==> src/rtl/srff_access_arbiter.sv <==
// -----------------------------------------------------------------------------
// srff_access_arbiter
//
// Shares one set/reset flip-flop among N_REQ requesters. Arbitration is
// round-robin, starting from a pointer that moves to the requester after the
// last winner. The granted requester's set/clear request is turned into a
// clean pulse on the flop's s or r pin, held for PULSE_CYC cycles. s and r
// are never high together. A completion pulse is then returned to the
// winner.
//
// Optional feature (compile-time macro SRFF_ARB_VERIFY_EN):
//   defined   : a CHECK state follows DRIVE. It samples the flop's q and
//               flags a mismatch on o_err together with o_done.
//   undefined : DRIVE goes straight to DONE. o_err is always 0 and i_q is
//               ignored.
//
// Handshake: i_req is a level. It is sampled only in IDLE. The matching
// i_op bit is captured in the same cycle. After that the operation runs to
// completion whatever i_req does, and o_done pulses for exactly one cycle
// while o_gnt still selects the winner. A requester that keeps i_req high
// after o_done re-enters arbitration behind the others.
//
// Parameters:
//   N_REQ     : number of requesters (2..8)
//   PULSE_CYC : cycles s/r are held high per operation (1..15)
//
// Ports:
//   i_clk    : rising-edge clock, shared with the flop
//   i_rst    : synchronous active-high reset
//   i_req    : per-requester request level
//   i_op     : per-requester operation, 1 = set, 0 = clear
//   o_gnt    : one-hot grant, high from DRIVE through DONE
//   o_done   : one-cycle completion pulse
//   o_err    : readback mismatch, valid while o_done = 1
//   o_busy   : high whenever the FSM is not in IDLE
//   o_s      : to the flop's set input
//   o_r      : to the flop's reset input
//   i_q      : from the flop's q output
//   o_state  : debug view of the FSM state (0 IDLE, 1 DRIVE, 2 CHECK, 3 DONE)
// -----------------------------------------------------------------------------
module srff_access_arbiter #(
  parameter int N_REQ     = 4,
  parameter int PULSE_CYC = 1
) (
  input  logic             i_clk,
  input  logic             i_rst,
  input  logic [N_REQ-1:0] i_req,
  input  logic [N_REQ-1:0] i_op,
  output logic [N_REQ-1:0] o_gnt,
  output logic             o_done,
  output logic             o_err,
  output logic             o_busy,
  output logic             o_s,
  output logic             o_r,
  input  logic             i_q,
  output logic [1:0]       o_state
);

  localparam int IW = $clog2(N_REQ);

  typedef enum logic [1:0] {
    ST_IDLE  = 2'd0,
    ST_DRIVE = 2'd1,
    ST_CHECK = 2'd2,
    ST_DONE  = 2'd3
  } state_t;

  state_t           r_state;
  logic [IW-1:0]    r_ptr;
  logic [IW-1:0]    r_idx;
  logic             r_op_q;
  logic [3:0]       r_cnt;
  logic [N_REQ-1:0] r_gnt;
  logic             r_done;
  logic             r_err;
  logic             r_busy;
  logic             r_s;
  logic             r_r;

  logic             w_found;
  logic [IW-1:0]    w_win;
  logic [IW-1:0]    w_ptr_next;

  // Round-robin scan. The loop runs from the highest offset down to the
  // lowest, so the requester closest to r_ptr is the last one written and
  // wins.
  always_comb begin
    logic [IW-1:0] v_j;
    v_j     = '0;
    w_found = 1'b0;
    w_win   = '0;
    for (int i = N_REQ - 1; i >= 0; i--) begin
      v_j = IW'((32'(r_ptr) + 32'(i)) % N_REQ);
      if (i_req[v_j]) begin
        w_found = 1'b1;
        w_win   = v_j;
      end
    end
  end

  assign w_ptr_next = (r_idx == IW'(N_REQ - 1)) ? '0 : r_idx + 1'b1;

`ifndef SRFF_ARB_VERIFY_EN
  // The readback pin has no function without the CHECK state.
  logic w_unused_q;
  assign w_unused_q = i_q;
`endif

  // Single FSM. Every output is a register that is loaded with the value
  // belonging to the state being entered. s and r are only ever loaded as
  // the complementary pair (op, ~op) or both zero, so s & r cannot occur.
  always_ff @(posedge i_clk) begin
    if (i_rst) begin
      r_state <= ST_IDLE;
      r_ptr   <= '0;
      r_idx   <= '0;
      r_op_q  <= 1'b0;
      r_cnt   <= '0;
      r_gnt   <= '0;
      r_done  <= 1'b0;
      r_err   <= 1'b0;
      r_busy  <= 1'b0;
      r_s     <= 1'b0;
      r_r     <= 1'b0;
    end else begin
      case (r_state)
        ST_IDLE: begin
          r_done <= 1'b0;
          r_err  <= 1'b0;
          if (w_found) begin
            r_idx   <= w_win;
            r_op_q  <= i_op[w_win];
            r_cnt   <= 4'(PULSE_CYC - 1);
            r_gnt   <= {{(N_REQ-1){1'b0}}, 1'b1} << w_win;
            r_busy  <= 1'b1;
            r_s     <= i_op[w_win];
            r_r     <= ~i_op[w_win];
            r_state <= ST_DRIVE;
          end
        end

        ST_DRIVE: begin
          if (r_cnt == 4'd0) begin
            // The flop captures s/r on the edge that ends this cycle.
            r_s <= 1'b0;
            r_r <= 1'b0;
`ifdef SRFF_ARB_VERIFY_EN
            r_state <= ST_CHECK;
`else
            r_done  <= 1'b1;
            r_err   <= 1'b0;
            r_state <= ST_DONE;
`endif
          end else begin
            r_cnt <= r_cnt - 4'd1;
            r_s   <= r_op_q;
            r_r   <= ~r_op_q;
          end
        end

`ifdef SRFF_ARB_VERIFY_EN
        ST_CHECK: begin
          // q has been stable since the last DRIVE edge.
          r_err   <= (i_q != r_op_q);
          r_done  <= 1'b1;
          r_state <= ST_DONE;
        end
`endif

        ST_DONE: begin
          r_done  <= 1'b0;
          r_err   <= 1'b0;
          r_gnt   <= '0;
          r_busy  <= 1'b0;
          r_ptr   <= w_ptr_next;
          r_state <= ST_IDLE;
        end

        default: begin
          r_done  <= 1'b0;
          r_err   <= 1'b0;
          r_gnt   <= '0;
          r_busy  <= 1'b0;
          r_s     <= 1'b0;
          r_r     <= 1'b0;
          r_state <= ST_IDLE;
        end
      endcase
    end
  end

  assign o_gnt   = r_gnt;
  assign o_done  = r_done;
  assign o_err   = r_err;
  assign o_busy  = r_busy;
  assign o_s     = r_s;
  assign o_r     = r_r;
  assign o_state = r_state;

endmodule

==> config.mk <==
export PLATFORM = sky130hd
export DESIGN_NAME = srff_access_arbiter
export DESIGN_NICKNAME = d
export VERILOG_FILES = /design/src/rtl/srff_access_arbiter.sv
export SDC_FILE = /design/constraint.sdc
export NUM_CORES = 1
export LEC_CHECK = 0
export ABC_AREA = 1
export CORE_MARGIN = 2
export CORE_UTILIZATION = 44
export DETAILED_ROUTE_END_ITERATION = 8
export GPL_ROUTABILITY_DRIVEN = 0
export HOLD_SLACK_MARGIN = 0.1
export PLACE_DENSITY = 0.81
export RECOVER_POWER = 50
export SKIP_LAST_GASP = 1
export SLEW_MARGIN = 40
export SYNTH_ARGS = -nofsm -noshare
export SYNTH_HDL_FRONTEND = slang
export SYNTH_SLANG_ARGS = --single-unit
==> constraint.sdc <==
create_clock -name i_clk -period 1.6 [get_ports i_clk]
set_clock_uncertainty 0.2 [all_clocks]
set_input_delay 0.32 -clock i_clk [delete_from_list [all_inputs] [get_ports i_clk]]
set_output_delay 0.32 -clock i_clk [all_outputs]
set_load 0.02 [all_outputs]
# Yosys cells after proc, flatten, opt, wreduce, memory -nomap -nowiden
# Index checks and enable logic that the tools add are counted.
dict set report op_classes {
  add_sub_neg 5
  n_mul 0
  div_mod_pow 0
  order_cmp 5
  eq_ne 6
  shift 1
  mux 35
  bitwise 4
  n_reduce_logical 9
}
# op count
set ops {}
lappend ops {{$pmux 4 s2} 2}
lappend ops {{$lt 2x3->1 const B} 5}
lappend ops {{$mux 1} 14}
lappend ops {{$mux 2} 7}
lappend ops {{$mux 4} 3}
lappend ops {{$bmux 1 s2} 5}
lappend ops {{$reduce_and 2->1} 4}
lappend ops {{$ne 2x2->1 const B} 3}
lappend ops {{$pmux 1 s3} 2}
lappend ops {{$add 2x1->2 const B} 2}
lappend ops {{$add 2x2->2 const B} 2}
lappend ops {{$eq 2x2->1 const B} 2}
lappend ops {{$logic_not 4->1} 1}
lappend ops {{$not 1->1} 4}
lappend ops {{$pmux 2 s2} 1}
lappend ops {{$shl 1x2->4 const A} 1}
lappend ops {{$sub 4x1->4 const B} 1}
lappend ops {{$reduce_and 3->1} 1}
lappend ops {{$eq 2x1->1 const B} 1}
lappend ops {{$logic_not 2->1} 1}
lappend ops {{$pmux 1 s2} 1}
lappend ops {{$reduce_bool 2->1} 1}
lappend ops {{$reduce_or 2->1} 1}
dict set report totals {
  regBits 19
  latch_bits 0
  mem_bits_rw 0
  romBits 0
  input_bits 11
  out_inout_bits 11
  word_cells 75
  memories 0
}

# Logic depth before layout (Yosys ltp)
# Gate-level depths: netlist of run 1.
dict set report depth {
  ltp_word 12
  mapped_depth 15
  ltp_nobuf 15
}

# Least setup slack after synthesis of run 1
# No wires, ideal clock.
dict set report synth_path {
  kind {reg2reg}
  startpoint {register r_ptr[0]}
  endpoint {register r_r (netlist: o_r)}
  setup_time_ps 112
  arrival_ps 1317
  t_required_ps 1288
  slack_ps -29
  path_stages_with_launch 16
  n_path_buf 1
  synth_period_minus_slack_ps 1629
  path_cell_list {dfxtp_1 -> buf_6 -> nand2_2 -> nand3_1 -> nand2_1 -> nand3_2 -> nand2_1 -> nand2_2 -> nand2_2 -> nand2_1 -> nand3_1 -> nand2_1 -> nand2_1 -> nand2_1 -> nand2_1 -> nand2_1}
}
dict set report synth_between {
  elab_chain_len 12
  word_cells_on_any_way 26
  classes_between {3 x add/sub; 1 x eq/ne; 20 x mux; 1 x bitwise; 1 x reduce/logical}
}
# element line_no
set synth_rtl {}
lappend synth_rtl {{from (decl)} 69} ;# logic [IW-1:0] r_ptr;
lappend synth_rtl {{from (signal assigned)} 175} ;# r_ptr <= w_ptr_next;
lappend synth_rtl {{$add 2x2->2} 93} ;# v_j = IW'((32'(r_ptr) + 32'(i)) % N_REQ);
lappend synth_rtl {{$bmux 1 s2} 94} ;# if (i_req[v_j]) begin
lappend synth_rtl {{$mux 1 (not written as such)} 94}
lappend synth_rtl {{$mux 2 (4 in series)} 94}
lappend synth_rtl {{$bmux 1 s2} 137} ;# r_r <= ~i_op[w_win];
lappend synth_rtl {{$mux 1 (not written as such)} 137}
lappend synth_rtl {{$not 1->1} 137}
lappend synth_rtl {{$mux 1} 130} ;# if (w_found) begin
lappend synth_rtl {{$pmux 1 s3} 126} ;# case (r_state)
lappend synth_rtl {{to (signal assigned)} 137}
lappend synth_rtl {{to (signal assigned)} 157} ;# r_r <= ~r_op_q;
lappend synth_rtl {{to (decl)} 78} ;# logic r_r;
# Several ways; a longest one is shown, not always the timed one. The select of a mux whose other input is x is not followed.
# A chain may end at the register's enable or synchronous reset.

# Final worst setup path of run 1
# Ends and elaborated chain as after synthesis.

==> metrics.txt, run 1 <==
most heavily used metal layer in global routing met2; largest net degree at the start of global routing 12; placement row count 17; relative slew slack 57.1%; final core utilization 76.5%; critical path startpoint category flip-flop; CP Capture Point o_r; wire per inst 16.7 um; fmax 507 MHz; violated checks setup timing; # setup viols final 17; Hold Slack 0.256 ns; Hold/Removal Path Class flip-flop to flip-flop; RSZ-0062 raised after global routing yes; remaining routing DRC violations 0; gate count after technology mapping ~160; power consumption 2.39 mW; Total Neg Setup Slack -3.26 ns; count leader, synth sky130_fd_sc_hd__nand2_1; clk_lat worst skew 0.31 ns; Antenna diodes 0; VDD IR max 1.26 mV; Iter 0 DRT Violations 48; Starting Density ~47%; number of distinct library cell variants in the gate-level netlist after synthesis 22; total via count in the routed design 1278; number of buffers added to fix hold violations after cts 0; Core Region between 2000 and 2500 um^2; Antenna Violating Nets Remaining 0; synthesized area divided by synthesized cell count 6.67 um^2; buffer type at the clock tree root sky130_fd_sc_hd__clkbuf_4; share of the clock period used by the worst path 123%; Synth Flop Type sky130_fd_sc_hd__dfxtp_1; FF-to-FF setup slack -0.37 ns; actual slew at the worst max-slew pin 0.641 ns; final non-filler cell total 227; per-cell via count in the routed design 5.63; die area 2770 um^2; largest buffer count on any clock path 2; total CTS buffers 3; CP Class flip-flop to flip-flop; Critical Path Fanout Max 4; reg-to-reg critical path endpoint o_r; global routing met3 resource utilization 6.29%; met1 usage in global routing 29.3%; clock-pin slew of the registers on the worst-case setup and hold paths 0.11 ns; CP startpoint r_ptr[0]; total global routing overflow 0; portion of the post-synthesis area used by sequential elements 36.6%; detailed-placement wirelength estimate 1910 um; Pins Over Slew Limit 0; fraction of synthesis flops using an asynchronous set or reset pin 0%; antenna violations before repair 0; crit path capture type flip-flop; logic depth of the worst register-to-register path 13; Detailed Routing Iterations Pass 1 4; total global routing track utilization 23.7%; number of enable-type register cells in the synthesized netlist 0; library cell with the largest summed area after synthesis sky130_fd_sc_hd__dfxtp_1; NumNets Final 213; chip width 52.6 um; num ports 22; required time at the worst-slack endpoint 1.62 ns; proportion of layout cells with a drive suffix above 1 42.7%; main area contributors after synthesis sky130_fd_sc_hd__dfxtp_1, sky130_fd_sc_hd__nand2_1, sky130_fd_sc_hd__nand3_1; P&R area growth vs syn 64.4%; Yosys top cell area share between 30% and 40%; TritonCTS sink count 19; most instantiated cells after synthesis sky130_fd_sc_hd__nand2_1, sky130_fd_sc_hd__dfxtp_1, sky130_fd_sc_hd__inv_1, sky130_fd_sc_hd__nand3_1, sky130_fd_sc_hd__a21oi_1; Yosys warnings 0; Crit path arrival time 1.99 ns; CTS tree built; register bit total from synthesis 19; Lkg Pwr 0.818 nW; vias in the first global route 1134; number of endpoints with negative hold slack in the final report 0; startpoint of the most critical register-to-register path r_ptr[0]; number of instances in the placed design 216; global-route wire length before repair 4890 um; number of buffers inserted by port buffering 19; netlist area before placement between 1000 and 1500 um^2; status complete, but fails checks; post-route worst setup slack -0.374 ns; met2 GRT Util just over 40%; number of levels the H-tree was split into 1; power density over the cells 1400 nW/um^2; routed wire length 3780 um; final critical-path required period 1.97 ns; max-capacitance violation count 0; synthesized netlist net count 169; Vert. Die Dim 52.6 um
## state kept, by name, indices dropped and copies added, names as in the netlist
name	count
r_op_q	1
r_idx	2
o_s	1
o_busy	1
r_ptr	2
o_done	1
o_state	2
o_r	1
r_cnt	4
o_gnt	4
## power by group
part / total, mW / switching [mW] / leakage (nW) / internal [mW]
Sequential: 0.693 / 0.0934 / 0.158 / 0.600
Clock: 0.249 / 0.155 / 0.0177 / 0.0935
Combinational: 1.45 / 0.893 / 0.642 / 0.557
## timing repair
item                                    CTS  global route
pin swaps                                13            17
endpoints found under the setup margin   25            16
resized for setup                        62            26
setup buffers                             4             3
## cell families after synthesis
logic type	after synthesis	share of synthesized area (%)
buffers and inverters	25	10.1
AOI/OAI and AO/OA	26	13.7
adders and majority gates	2	2.41
other	1	0.361
DFF	19	36.6
xor gates and xnor gates	1	0.843
and+or+nand+nor	82	36.0
## cell usage in the layout, fill, tap and decap left out, drive strengths merged
cell type,count
nand2,53
o21ai,10
nand3,17
ha,2
o22ai,1
a21oi,14
dfxtp,19
clkdlybuf4s50,4
xnor2,1
nor2,10
nand3b,1
nor3,1
a211oi,1
buf,22
clkinv,2
dlygate4sd3,1
inv,22
conb,1
clkbuf,3
dlygate4sd2,14
## final cells by class
class	count	area, um^2
clock inverter	1	5.00
multi-input combinational	112	815
inverter	23	98.8
clock buffer	3	22.5
fill	158	524
sequential	19	388
timing repair buffer	41	345
tap	28	35.0
## per-layer routing
metal,part of all wire [%],up-vias
met1,37,603
met2,52,72
met4,4.8,0
li1,-,583
met5,0,-
met3,6.5,20
## per-stage QoR
step           cell area [um^2]  setup WS, ns
6_report                   1710        -0.374
5_1_grt                    1710        -0.468
4_1_cts                    1570        -0.196
3_5_place_dp               1360        -0.556
3_3_place_gp               1360        -0.512
2_1_floorplan              1040       -0.0126
## worst max-delay path, cell delays in order, from the launching register on
cell,delay (ns)
sky130_fd_sc_hd__dfxtp_4,0.38
sky130_fd_sc_hd__buf_4,0.15
sky130_fd_sc_hd__o21ai_2,0.16
sky130_fd_sc_hd__nand2_1,0.11
sky130_fd_sc_hd__nand3_2,0.11
sky130_fd_sc_hd__nand2_1,0.08
sky130_fd_sc_hd__nand2_2,0.12
sky130_fd_sc_hd__nand3_1,0.15
sky130_fd_sc_hd__nand3_4,0.13
sky130_fd_sc_hd__nand2_2,0.07
sky130_fd_sc_hd__nand2_1,0.07
sky130_fd_sc_hd__nand2_1,0.05
sky130_fd_sc_hd__nand2_1,0.05
sky130_fd_sc_hd__nand2_1,0.05
## worst min-delay path by stage
stage	start	to	slack, ns	depth (start not counted)
2_1_floorplan	i_rst	o_gnt[0]	0.19	1
3_3_place_gp	o_done	o_done	0.24	2
3_5_place_dp	o_done	o_done	0.25	2
4_1_cts	o_done	o_done	0.26	2
5_1_grt	o_gnt[0]	o_gnt[0]	0.28	2
6_report	o_done	o_done	0.26	2
Power figures use the tool's default switching activity.
==> inputs of run 2 (changes only) <==
Settings changed: CTS_BUF_LIST from default to sky130_fd_sc_hd__clkbuf_16.
==> run 2 against run 1 <==
  * The run still ends with setup timing left
  * Design area fell by 3.9%
  * Routed wire length decreased by 16%
  * Sequential power fell by 2%
  * Sequential cell count stayed put
  * Final cell count shrank 1.3%
  * Die area stayed put
  * Combinational power fell by 15%
  * Global-route usage shrank 1.2 points
  * Largest power group unchanged
==> metrics.txt, run 2 (synthesized netlist as in run 1, its figures left out) <==
remaining routing DRC violations 0 (unchanged); total area of multi-input combinational cells 726 um^2 (-11%); total global routing overflow 0 (unchanged); wire per inst 14.2 um (-15%); die area 2770 um^2 (unchanged); power density over the cells 1480 nW/um^2 (+5.8%); number of levels the H-tree was split into 1 (unchanged); final critical-path required period 1.90 ns (-0.0699 ns); num ports 22 (unchanged); Critical Path Fanout Max 5 (+1); Detailed Routing Iterations Pass 1 4 (unchanged); detailed-placement wirelength estimate 1910 um (unchanged); final core utilization 73.6% (-3.0 points); post-route worst setup slack -0.304 ns (+0.0699 ns); buffer type at the clock tree root sky130_fd_sc_hd__clkbuf_16; number of endpoints with negative hold slack in the final report 0 (unchanged); commonest non-fill, non-tap cell in the layout sky130_fd_sc_hd__nand2_1; CP Class flip-flop to flip-flop; global-route wire length before repair 4490 um (-8.2%); clock-pin slew of the registers on the worst-case setup and hold paths 0.05 ns (-0.06 ns); number of filler cells placed in the layout 164 (+3.8%); area taken by flip-flops and latches 385 um^2 (-0.65%); met1 usage in global routing 24.6% (-4.7 points); TritonCTS sink count 19 (unchanged); CTS tree built; Lkg Pwr 0.812 nW (-0.65%); commonest non-fill, non-tap cells in the layout sky130_fd_sc_hd__nand2_1, sky130_fd_sc_hd__dfxtp_1, sky130_fd_sc_hd__buf_4; critical path startpoint category flip-flop; share of the clock period used by the worst path 119% (-4.4 points); Hold/Removal Path Class flip-flop to flip-flop; Vert. Die Dim 52.6 um (unchanged); largest buffer count on any clock path 2 (unchanged); Antenna diodes 0 (unchanged); clk_lat worst skew 0.26 ns (-0.05 ns); largest net degree at the start of global routing 12 (unchanged); total CTS buffers 3 (unchanged); global routing met3 resource utilization 6.57% (+0.29 points); cell area after placement 1360 um^2 (unchanged); Core Region 2230 um^2 (unchanged); met2 GRT Util 40.2% (unchanged); P&R area growth vs syn 58.0%; # setup viols final 14 (-3); violated checks setup timing; per-cell via count in the routed design 5.22 (-7.2%); proportion of layout cells with a drive suffix above 1 37.8% (-5.0 points); total global routing track utilization 22.5% (-1.2 points); RSZ-0062 raised after global routing yes; routed wire length 3170 um (-16%); Iter 0 DRT Violations 31 (-35%); total via count in the routed design 1170 (-8.5%); max-capacitance violation count 0 (unchanged); Crit path arrival time 1.85 ns (-0.14 ns); VDD IR max 1.37 mV (+8.2%); number of buffers added to fix hold violations after cts 0 (unchanged); NumNets Final 210 (-1.4%); status complete, but fails checks; most heavily used metal layer in global routing met2; final instance area 1640 um^2 (-3.9%); Starting Density 46.6% (unchanged); chip width 52.6 um (unchanged); fmax 525 MHz (+3.7%); Pins Over Slew Limit 0 (unchanged); power consumption 2.43 mW (+1.7%); number of buffers inserted by port buffering 19 (unchanged); vias in the first global route 1074 (-5.3%); required time at the worst-slack endpoint 1.55 ns (-0.07 ns); Antenna Violating Nets Remaining 0 (unchanged); crit path capture type flip-flop; placement row count 17 (unchanged); antenna violations before repair 0 (unchanged)
==> run 2: metal layers <==
layer | up-vias | routed length (um)
li1 | 575 | -
met1 | 534 | 1260
met3 | 14 | 183
met2 | 47 | 1620
met4 | 0 | 120
met5 | - | 0
==> run 2: repair_timing <==
| action | CTS | global route |
|---|---|---|
| buffers inserted | 2 | 2 |
| gates resized for setup | 47 | 20 |
| setup endpoints to repair | 25 | 15 |
| pin swaps | 18 | 9 |
==> run 2: stage by stage <==
| step | worst slack (ns) | instances | hold WS [ns] | TNS (ns) |
|---|---|---|---|---|
| 3_5_place_dp | -0.556 | 216 | 0.246 | -7.60 |
| 4_1_cts | -0.172 | 222 | 0.251 | -1.66 |
| 3_3_place_gp | -0.512 | 216 | 0.237 | -6.77 |
| 6_report | -0.304 | 224 | 0.245 | -2.44 |
| 2_1_floorplan | -0.0126 | 156 | 0.189 | -0.0133 |
| 5_1_grt | -0.385 | 224 | 0.272 | -3.79 |
==> run 2: worst paths after layout <==
check             endpoint     start  depth (start not counted)  slack (ns)
hold reg to reg     o_done    o_done                          2        0.24
setup / recovery       o_s  r_ptr[0]                         13       -0.30
hold / removal      o_done    o_done                          2        0.24
setup reg to reg       o_s  r_ptr[0]                         13       -0.30
==> run 2: area by class of cell <==
class | count | share of cell area [%]
Sequential cell | 19 | 23.5
Multi-Input combinational cell | 112 | 44.2
Inverter | 23 | 5.71
Clock buffer | 3 | 4.57
Clock inverter | 1 | 0.305
Tap cell | 28 | 2.13
Timing Repair Buffer | 38 | 19.6
==> run 2: critical path, cell delays in order (launching register included) <==
cell	delay [ns]
sky130_fd_sc_hd__dfxtp_4	0.36
sky130_fd_sc_hd__buf_4	0.13
sky130_fd_sc_hd__o21ai_2	0.15
sky130_fd_sc_hd__nand2_2	0.09
sky130_fd_sc_hd__nand3_2	0.11
sky130_fd_sc_hd__nand2_1	0.09
sky130_fd_sc_hd__nand2_2	0.11
sky130_fd_sc_hd__nand2_2	0.07
sky130_fd_sc_hd__nand2_1	0.07
sky130_fd_sc_hd__nand3_2	0.08
sky130_fd_sc_hd__nand3_1	0.13
sky130_fd_sc_hd__nand2_1	0.08
sky130_fd_sc_hd__nand2_1	0.07
sky130_fd_sc_hd__nand2_1	0.05
==> run 2: report_power, final <==
part | leakage (nW) | switching [mW] | total (mW) | internal [mW]
combinational | 0.614 | 0.753 | 1.23 | 0.474
clock | 0.0409 | 0.187 | 0.522 | 0.336
sequential | 0.157 | 0.0816 | 0.682 | 0.601
==> inputs of run 3 (changes only) <==
Settings changed: CORE_MARGIN 2 to default.
==> run 3 against run 2 <==
  * The run still ends with setup timing left
  * Final cell count is 0.45% higher
  * Die area shrank 7.5%
  * First-iteration DRC count is 65% higher
  * Sequential share of layout area is 0.83 points lower
  * Sequential power up 2%
  * Critical path depth increased by 1
  * Sequential cell count unchanged
  * Combinational power increased by 9%
  * Fmax rose by 0.40%
  * Via count grew 4.2%
  * Register-to-register slack about the same
  * Design area grew 4.3%
==> metrics.txt, run 3 (synthesized netlist as in run 1, its figures left out) <==
required time at the worst-slack endpoint 1.55 ns (about the same); number of endpoints with negative hold slack in the final report 0 (unchanged); placement row count 17 (unchanged); Antenna Violating Nets Remaining 0 (unchanged); number of buffers inserted by port buffering 19 (unchanged); number of filler cells placed in the layout 146 (-11%); max-capacitance violation count 0 (unchanged); remaining routing DRC violations 0 (unchanged); total via count in the routed design 1219 (+4.2%); reg-to-reg critical path endpoint o_r; number of instances in the placed design 216 (unchanged); antenna violations before repair 0 (unchanged); buffer type at the clock tree root sky130_fd_sc_hd__clkbuf_16; fmax 527 MHz (+0.40%); VDD IR max 1.09 mV (-21%); commonest non-fill, non-tap cell in the layout sky130_fd_sc_hd__nand2_1; P&R area growth vs syn 64.9%; Starting Density 47.0% (+0.45 points); final critical-path required period 1.90 ns (-0.00756 ns); Hold/Removal Path Class flip-flop to flip-flop; TritonCTS sink count 19 (unchanged); detailed-placement wirelength estimate 1930 um (+1.3%); chip width 50.6 um (-3.8%); global-route wire length before repair 4790 um (+6.6%); crit path cell chain buf_6 > nand2_4 > nand3_4 > nand2_2 > inv_2 > nand2_4 > nand2_4 > nand3_1 > nand3_2 > nand2_2 > nand2_1 > nand2_1 > nand2_1 > nand2_1; commonest non-fill, non-tap cells in the layout sky130_fd_sc_hd__nand2_1, sky130_fd_sc_hd__buf_4, sky130_fd_sc_hd__dfxtp_1; share of the clock period used by the worst path 119% (-0.47 points); num ports 22 (unchanged); Pins Over Slew Limit 0 (unchanged); total CTS buffers 3 (unchanged); wire per inst 15.2 um (+7.6%); die area 2560 um^2 (-7.5%); relative slew slack 62.3%; power density over the cells 1490 nW/um^2 (+0.89%); CP Capture Point o_r; Lkg Pwr 0.838 nW (+3.2%); per-cell via count in the routed design 5.42 (+3.7%); NumNets Final 211 (+0.48%); clock-pin slew of the registers on the worst-case setup and hold paths 0.05 ns (about the same); slowest library cell on the worst path sky130_fd_sc_hd__dfxtp_4; number of levels the H-tree was split into 1 (unchanged); Critical Path Fanout Max 5 (unchanged); cell area after placement 1360 um^2 (unchanged); RSZ-0062 raised after global routing yes; actual slew at the worst max-slew pin between 0.5 and 0.6 ns; Antenna diodes 0 (unchanged); Iter 0 DRT Violations 51 (+65%); startpoint of the most critical register-to-register path r_ptr[0]; crit path capture type flip-flop; proportion of layout cells with a drive suffix above 1 41.6% (+3.9 points); CTS tree built; largest buffer count on any clock path 2 (unchanged); Crit path arrival time 1.85 ns (about the same); final instance area 1710 um^2 (+4.3%); CP peak stage delay 0.38 ns (+0.02 ns); post-route worst setup slack -0.297 ns (+0.00756 ns); total global routing track utilization 24.9% (+2.4 points); CP startpoint r_ptr[0]; FF-to-FF setup slack -0.30 ns (about the same); Vert. Die Dim 50.6 um (-3.8%); total global routing overflow 0 (unchanged); Core Region 2210 um^2 (-0.95%); cell seen most often among critical-path stages sky130_fd_sc_hd__nand2_1; Detailed Routing Iterations Pass 1 4 (unchanged); critical path startpoint category flip-flop; logic depth of the worst register-to-register path 14 (+1); routed wire length 3430 um (+8.1%); final non-filler cell total 225 (+0.45%); CP Class flip-flop to flip-flop; # setup viols final 14 (unchanged); clk_lat worst skew 0.26 ns (about the same); status complete, but fails checks; Total Neg Setup Slack -2.55 ns (-0.109 ns); number of buffers added to fix hold violations after cts 0 (unchanged); vias in the first global route 1122 (+4.5%); largest net degree at the start of global routing 12 (unchanged); violated checks setup timing
==> run 3: how the worst min path moves through the flow <==
stage | end | slack [ns] | startpoint | cells after the start
finish | o_done | 0.25 | o_done | 2
global route | r_cnt[0] | 0.27 | r_cnt[0] | 2
CTS | o_done | 0.25 | o_done | 2
detailed placement | o_done | 0.25 | o_done | 2
global placement | o_done | 0.23 | o_done | 2
floorplan | o_gnt[0] | 0.19 | i_rst | 1
==> run 3: what timing repair did <==
| action | CTS | global route |
|---|---|---|
| setup endpoints to repair | 25 | 15 |
| setup buffers | 4 | 1 |
| pin swaps | 16 | 13 |
| gates resized for setup | 52 | 29 |
==> run 3: power breakdown <==
group          switching (mW)  internal (mW)  leakage [nW]
clock                   0.190          0.336        0.0409
sequential             0.0916          0.601         0.158
combinational           0.820          0.521         0.640
==> run 3: routing by layer <==
metal  global-route usage (%)  vias up  wire length [um]  part of all wire (%)
met1                     29.1      584              1410                    41
met5                        0        -                 0                     0
met3                     3.64       13               144                   4.2
met2                     44.7       39              1760                    51
met4                     10.6        0               116                   3.4
li1                         -      583                 -                     -
==> run 3: through the flow <==
step                      worst slack, ns  total power [mW]  hold slack (ns)  util, %
final                              -0.297              2.56            0.250     77.5
after global routing               -0.374              2.70            0.273     77.5
after CTS                          -0.190              2.32            0.250     71.2
after detailed placement           -0.594              1.69            0.245     61.7
after global placement             -0.511              1.66            0.235     61.7
after floorplan                   -0.0126              1.33            0.189        -
==> run 3: layout make-up <==
| type | instances | area, um^2 | area share [%] |
|---|---|---|---|
| clock buffer | 3 | 75.1 | 4.38 |
| clock inverter | 1 | 5.00 | 0.292 |
| inverter | 23 | 91.3 | 5.33 |
| multi-input combinational | 112 | 790 | 46.1 |
| sequential | 19 | 388 | 22.6 |
| tap | 28 | 35.0 | 2.04 |
| timing repair buffer | 39 | 330 | 19.3 |
==> run 3: worst max-delay path, delay by kind of cell, from the launching register on <==
kind | cells | cell delay (ns)
buf+inv | 2 | 0.25
flops | 1 | 0.38
simple gates | 12 | 0.94
